**src/rtl/tick_timer_if.sv**
```systemverilog
// tick_timer_if: signal bundle between a tick_timer and its controller.
// The sticky interrupt pair exists only when TICK_TIMER_STICKY_IRQ_EN is defined.
// Handshake: start, stop and tick are one-cycle requests. The timer samples them
// on every rising clock edge and never applies backpressure, so there is no
// ready signal. pause is a level input. count, busy, done and irq are status outputs.
interface tick_timer_if #(
  parameter int W = 8
);
  logic         tick;
  logic         start;
  logic         stop;
  logic         pause;
  logic         periodic;
  logic [W-1:0] load_val;
  logic [W-1:0] count;
  logic         busy;
  logic         done;
`ifdef TICK_TIMER_STICKY_IRQ_EN
  logic         irq_ack;
  logic         irq;
`endif

  modport master (
    output tick, start, stop, pause, periodic, load_val,
    input  count, busy, done
`ifdef TICK_TIMER_STICKY_IRQ_EN
    , output irq_ack
    , input  irq
`endif
  );

  modport slave (
    input  tick, start, stop, pause, periodic, load_val,
    output count, busy, done
`ifdef TICK_TIMER_STICKY_IRQ_EN
    , input  irq_ack
    , output irq
`endif
  );
endinterface

```
**src/rtl/tick_timer.sv**
```systemverilog
// tick_timer: programmable countdown timer. Each enable tick from the upstream
// divider decrements the count. A one-cycle done pulse marks the 1->0 step.
// Supports one-shot and periodic (auto-reload) modes, pause/resume, and abort.
// Optional sticky interrupt: define TICK_TIMER_STICKY_IRQ_EN.
// Per-cycle priority: stop > start > pause > tick.
module tick_timer #(
  parameter int W = 8
) (
  input  logic         clk,
  input  logic         reset,
  tick_timer_if.slave  bus,
  output logic [1:0]   o_dbg_state
);
  localparam logic [1:0] ST_IDLE   = 2'b00;
  localparam logic [1:0] ST_RUN    = 2'b01;
  localparam logic [1:0] ST_PAUSED = 2'b10;

  logic [1:0]   r_state, w_state_nxt;
  logic [W-1:0] r_count, w_count_nxt;
  logic [W-1:0] r_reload, w_reload_nxt;
  logic         r_mode, w_mode_nxt;
  logic         r_done, w_done_nxt;
  logic         w_load, w_abort, w_terminal;

  // A start with a zero load value cannot run, so while busy it acts as an abort.
  assign w_load     = bus.start && (bus.load_val != '0);
  assign w_abort    = bus.stop || (bus.start && (bus.load_val == '0));
  assign w_terminal = (r_count == W'(1));

  // State register.
  always_ff @(posedge clk or posedge reset) begin
    if (reset) r_state <= ST_IDLE;
    else       r_state <= w_state_nxt;
  end

  // Next-state and next-datapath decision, applying stop > start > pause > tick.
  always_comb begin
    w_state_nxt  = r_state;
    w_count_nxt  = r_count;
    w_reload_nxt = r_reload;
    w_mode_nxt   = r_mode;
    w_done_nxt   = 1'b0;
    case (r_state)
      ST_IDLE: begin
        if (!bus.stop && w_load) begin
          w_count_nxt  = bus.load_val;
          w_reload_nxt = bus.load_val;
          w_mode_nxt   = bus.periodic;
          w_state_nxt  = ST_RUN;
        end
      end
      ST_RUN: begin
        if (w_abort) begin
          w_state_nxt = ST_IDLE;
        end else if (w_load) begin
          w_count_nxt  = bus.load_val;
          w_reload_nxt = bus.load_val;
          w_mode_nxt   = bus.periodic;
        end else if (bus.pause) begin
          w_state_nxt = ST_PAUSED;
        end else if (bus.tick) begin
          if (w_terminal) begin
            w_done_nxt = 1'b1;
            if (r_mode) begin
              w_count_nxt = r_reload;
            end else begin
              w_count_nxt = '0;
              w_state_nxt = ST_IDLE;
            end
          end else if (r_count != '0) begin
            w_count_nxt = r_count - W'(1);
          end
        end
      end
      ST_PAUSED: begin
        if (w_abort) begin
          w_state_nxt = ST_IDLE;
        end else if (w_load) begin
          w_count_nxt  = bus.load_val;
          w_reload_nxt = bus.load_val;
          w_mode_nxt   = bus.periodic;
          w_state_nxt  = ST_RUN;
        end else if (!bus.pause) begin
          w_state_nxt = ST_RUN;
        end
      end
      default: w_state_nxt = ST_IDLE;
    endcase
  end

  // Datapath registers: count, reload value, mode bit and the done pulse.
  always_ff @(posedge clk or posedge reset) begin
    if (reset) begin
      r_count  <= '0;
      r_reload <= '0;
      r_mode   <= 1'b0;
      r_done   <= 1'b0;
    end else begin
      r_count  <= w_count_nxt;
      r_reload <= w_reload_nxt;
      r_mode   <= w_mode_nxt;
      r_done   <= w_done_nxt;
    end
  end

`ifdef TICK_TIMER_STICKY_IRQ_EN
  logic r_irq;

  // Sticky interrupt: set with done, cleared by ack; a set wins over an ack in the same cycle.
  always_ff @(posedge clk or posedge reset) begin
    if (reset)            r_irq <= 1'b0;
    else if (w_done_nxt)  r_irq <= 1'b1;
    else if (bus.irq_ack) r_irq <= 1'b0;
  end

  // Interrupt output drive.
  always_comb begin
    bus.irq = r_irq;
  end
`endif

  // Output decode: busy covers RUN and PAUSED; state is exposed for debug.
  always_comb begin
    bus.count   = r_count;
    bus.done    = r_done;
    bus.busy    = (r_state == ST_RUN) || (r_state == ST_PAUSED);
    o_dbg_state = r_state;
  end
endmodule

```
**src/flat_wrapper.sv**
```systemverilog
// flat-port wrapper written by rule: the top's interface ports become plain ports
module tick_timer_flat 
#(
  parameter int W = 8
)
  (clk, reset, o_dbg_state, bus_tick, bus_start, bus_stop, bus_pause, bus_periodic, bus_load_val, bus_count, bus_busy, bus_done);
  tick_timer_if #(.W(W)) bus_i ();
  input  logic clk;
  input  logic reset;
  output logic [1:0] o_dbg_state;
  input wire logic [$bits(bus_i.tick)-1:0] bus_tick;
  input wire logic [$bits(bus_i.start)-1:0] bus_start;
  input wire logic [$bits(bus_i.stop)-1:0] bus_stop;
  input wire logic [$bits(bus_i.pause)-1:0] bus_pause;
  input wire logic [$bits(bus_i.periodic)-1:0] bus_periodic;
  input wire logic [$bits(bus_i.load_val)-1:0] bus_load_val;
  output wire logic [$bits(bus_i.count)-1:0] bus_count;
  output wire logic [$bits(bus_i.busy)-1:0] bus_busy;
  output wire logic [$bits(bus_i.done)-1:0] bus_done;
  assign bus_i.tick = bus_tick;
  assign bus_i.start = bus_start;
  assign bus_i.stop = bus_stop;
  assign bus_i.pause = bus_pause;
  assign bus_i.periodic = bus_periodic;
  assign bus_i.load_val = bus_load_val;
  assign bus_count = bus_i.count;
  assign bus_busy = bus_i.busy;
  assign bus_done = bus_i.done;
  tick_timer #(.W(W)) u_core (.clk(clk), .reset(reset), .bus(bus_i), .o_dbg_state(o_dbg_state));
endmodule
```
**config.mk**
```make
export PLATFORM = sky130hd
export DESIGN_NAME = tick_timer_flat
export DESIGN_NICKNAME = d
export VERILOG_FILES = /design/src/rtl/tick_timer_if.sv /design/src/rtl/tick_timer.sv /design/src/flat_wrapper.sv
export SDC_FILE = /design/constraint.sdc
export NUM_CORES = 1
export LEC_CHECK = 0
export BUFFER_PORTS_ARGS = -buffer_cell sky130_fd_sc_hd__buf_2
export CORE_ASPECT_RATIO = 1.2
export CORE_MARGIN = 2
export CORE_UTILIZATION = 50
export DETAILED_ROUTE_END_ITERATION = 7
export PLACE_DENSITY_LB_ADDON = 0.08
export SLEW_MARGIN = 20
export SYNTH_ARGS = -nofsm -noshare
export SYNTH_HDL_FRONTEND = slang
export SYNTH_SLANG_ARGS = --single-unit
```
**constraint.sdc**
```tcl
create_clock -name clk -period 5.8 [get_ports clk]
set_clock_uncertainty 0.05 [all_clocks]
set_input_delay 0.87 -clock clk [delete_from_list [all_inputs] [get_ports clk]]
set_output_delay 0.87 -clock clk [all_outputs]
set_load 0.01 [all_outputs]
```
==> metrics <==
synthesized cell area 1400 um^2; n_diodes 0; share of cells above drive strength 1 35.8%; H-tree level count 1; Worst Hold Slack 0.469 ns; Pleak 0.695 nW; routed length per instance 16.6 um; crit-path max cell delay 0.56 ns; initial antenna violation count 0; min-delay worst type reg -> reg; Clock Path Buffers 2; Setup CP Type in -> reg; fraction of registers with async set/reset 100%; Initial Util 51.1%; first-pass GRT wire length 5180 um; gpl congestion 0.851; DR top layer met4; Pwr Total 0.863 mW; die area 3230 um^2; most frequent cell on the critical path mux2_2; Worst-Margin Slew 0.779 ns; final WL 3210 um; Worst-Skew Late Latency 0.31 ns; RR Endpoint u_core.o_dbg_state[0]; hold-critical path depth 1; R2R setup slack 3.34 ns; f_max 396 MHz; min cycle time layout 2.52 ns; EDFF count, synth 0; Chip Height 61.9 um; post-synth top area cell dfrtp_1; Min-Delay Startpoint u_core.r_reload[2]; Final HPWL DP 2490 um; part of the cycle the worst path needs 43.5%; vias per std cell 5.98; Max VDD drop 293 uV; Reg2Reg Depth 7; slew margin rel. 48.0%; worst-path cell chain buf_2, or4_4, o21ai_4, and2_2, mux2_2, mux2_2; mean post-synth cell area 10.3 um^2; max-slew violations 0; largest net degree at the start of global routing 21; cell area after layout 1580 um^2; min setup slack post-route 3.28 ns; Max FO, Critical Path 7; first-pass iteration count of the detailed router 4; #FFs+latches synth 20; gr usage total 22.0%; Area Growth Syn to Fin 12.9%; IO buf count 26; grt ovf 0; post-synthesis sequential area ratio 35.8%; Synth top area share 35.8%; Critical Path AT 2.67 ns; Clk pin slew, worst setup/hold paths 0.12 ns; met3 wire length 136 um; YS warnings 0; via count 1155; Max Cap Viol 0; initial drt markers 16; Die W 52.2 um; clock root buffer clkbuf_4; worst r2r src u_core.bus.count[1]; Setup TNS Final 0 ns; Final Hold Viols 0; WP data required 5.95 ns; Setup crit end kind flip-flop; status complete, no violations; Routed Antenna Nets 0; Final Setup Violations 0; TritonCTS Buffers 3; post-synth net total 156; DRT met1 WL 1400 um; num rows 21; Setup WS pre-CTS 2.95 ns; PwrDens 547 nW/um^2; fin nets 181; DR DRC count 0; startpoint types primary input; Fillers 259; Area after DPL 1540 um^2; CTS Hold Bufs 0; setup bufs post-CTS 0; CP max stage cell or4_4; Main synth FF type dfrtp_1; core footprint 2730 um^2; WHS Endpoint u_core.r_reload[2]; RSZ-0062 raised after global routing no; # IOs 27; clk sinks 20; synth unique cells 41; synth top area cells dfrtp_1 36%, mux2_2 15%, mux2i_1 7.2%, ha_1 5.4%, inv_1 2.4%; vias in the first global route 1081; post-CTS resize count 0; Cells after Synth 135; metal2 WL 1620 um; TritonCTS clock tree done
==> power by group <==
| part | internal [mW] | switching, mW | leakage (nW) |
|---|---|---|---|
| Sequential | 0.209 | 0.0939 | 0.237 |
| Clock | 0.0383 | 0.0445 | 0.0210 |
| Combinational | 0.243 | 0.235 | 0.437 |
| Total | 0.490 | 0.373 | 0.695 |
==> cells in the mapped netlist, types with 2 or more instances <==
| master | instances |
|---|---|
| o21ai_0 | 3 |
| or3_1 | 2 |
| nand3_1 | 3 |
| inv_1 | 9 |
| a21oi_1 | 5 |
| mux2i_1 | 10 |
| nor3b_1 | 3 |
| nand2_1 | 7 |
| nor4_1 | 4 |
| dfrtp_1 | 20 |
| xnor2_1 | 2 |
| o22ai_1 | 3 |
| a31oi_1 | 3 |
| or4_4 | 2 |
| ha_1 | 6 |
| buf_2 | 5 |
| mux2_2 | 18 |
| nand2b_1 | 2 |
| nor3_1 | 4 |
| nor2_1 | 3 |
==> through the flow <==
| stage | cells | utilization, % |
|---|---|---|
| 2_1_floorplan | 135 | - |
| 3_3_place_gp | 189 | 56.4 |
| 3_5_place_dp | 189 | 56.4 |
| 4_1_cts | 193 | 57.7 |
| 5_1_grt | 193 | 57.7 |
| 6_report | 193 | 57.7 |
==> worst max-delay path, delay by kind of cell <==
family | cells | cell delay, ns
AND/OR/NAND/NOR | 2 | 0.84
buffers and inverters | 1 | 0.12
multiplexers | 2 | 0.60
AO/OA/AOI/OAI | 1 | 0.23
==> how the worst max path moves through the flow <==
stage / cells past startpoint / startpoint / slack [ns] / endpoint
floorplan: 6 / bus_load_val[1] / 3.11 / u_core.bus.count[2]
global placement: 6 / bus_load_val[1] / 3.00 / u_core.bus.count[2]
detailed placement: 6 / bus_load_val[1] / 2.95 / u_core.bus.count[3]
CTS: 6 / bus_load_val[1] / 3.28 / u_core.bus.count[2]
global route: 7 / u_core.bus.count[1] / 3.19 / u_core.o_dbg_state[0]
finish: 6 / bus_load_val[1] / 3.28 / u_core.bus.count[2]
==> flip-flops by register name, indices dropped and copies added (netlist names) <==
| signal | count |
|---|---|
| u_core.o_dbg_state | 2 |
| u_core.r_mode | 1 |
| u_core.r_reload | 8 |
| u_core.bus.count | 8 |
| u_core.bus.done | 1 |
==> cells by family after synthesis <==
| family | after synthesis | share of synthesized area [%] |
|---|---|---|
| adders and majority gates | 6 | 5.38 |
| DFF | 20 | 35.8 |
| AOI/OAI and AO/OA | 24 | 12.9 |
| and+or+nand+nor | 39 | 17.8 |
| xor gates and xnor gates | 3 | 1.88 |
| muxes | 28 | 21.7 |
| buffers and inverters | 15 | 4.48 |
==> placed cells by master, fill, tap and decap left out, types with 2 or more instances in the layout <==
master,n
buf_2,26
dfrtp_1,20
mux2_2,18
mux2i_1,10
inv_1,9
nand2_1,7
ha_1,6
a21oi_1,5
nor4_1,4
nor3_1,4
o22ai_1,3
nor3b_1,3
nor2_1,3
o21ai_0,3
nand3_1,3
a31oi_1,3
clkbuf_4,3
or4_4,2
nand2b_1,2
or3_1,2
xnor2_1,2
==> routing by layer <==
layer  global-route usage (%)  vias up
met5                        0        -
met4                     6.96        0
met3                     3.35        6
met2                     39.8       30
met1                     27.3      567
li1                         -      552
==> final cells by class <==
class | instances | area, um^2 | area share, %
repair buffers | 26 | 130 | 8.25
well taps | 34 | 42.5 | 2.70
flip-flops and latches | 20 | 500 | 31.7
multi-input cells | 100 | 833 | 52.9
inverters | 9 | 33.8 | 2.14
clock buffers | 4 | 36.3 | 2.30
Power figures use the tool's default switching activity.
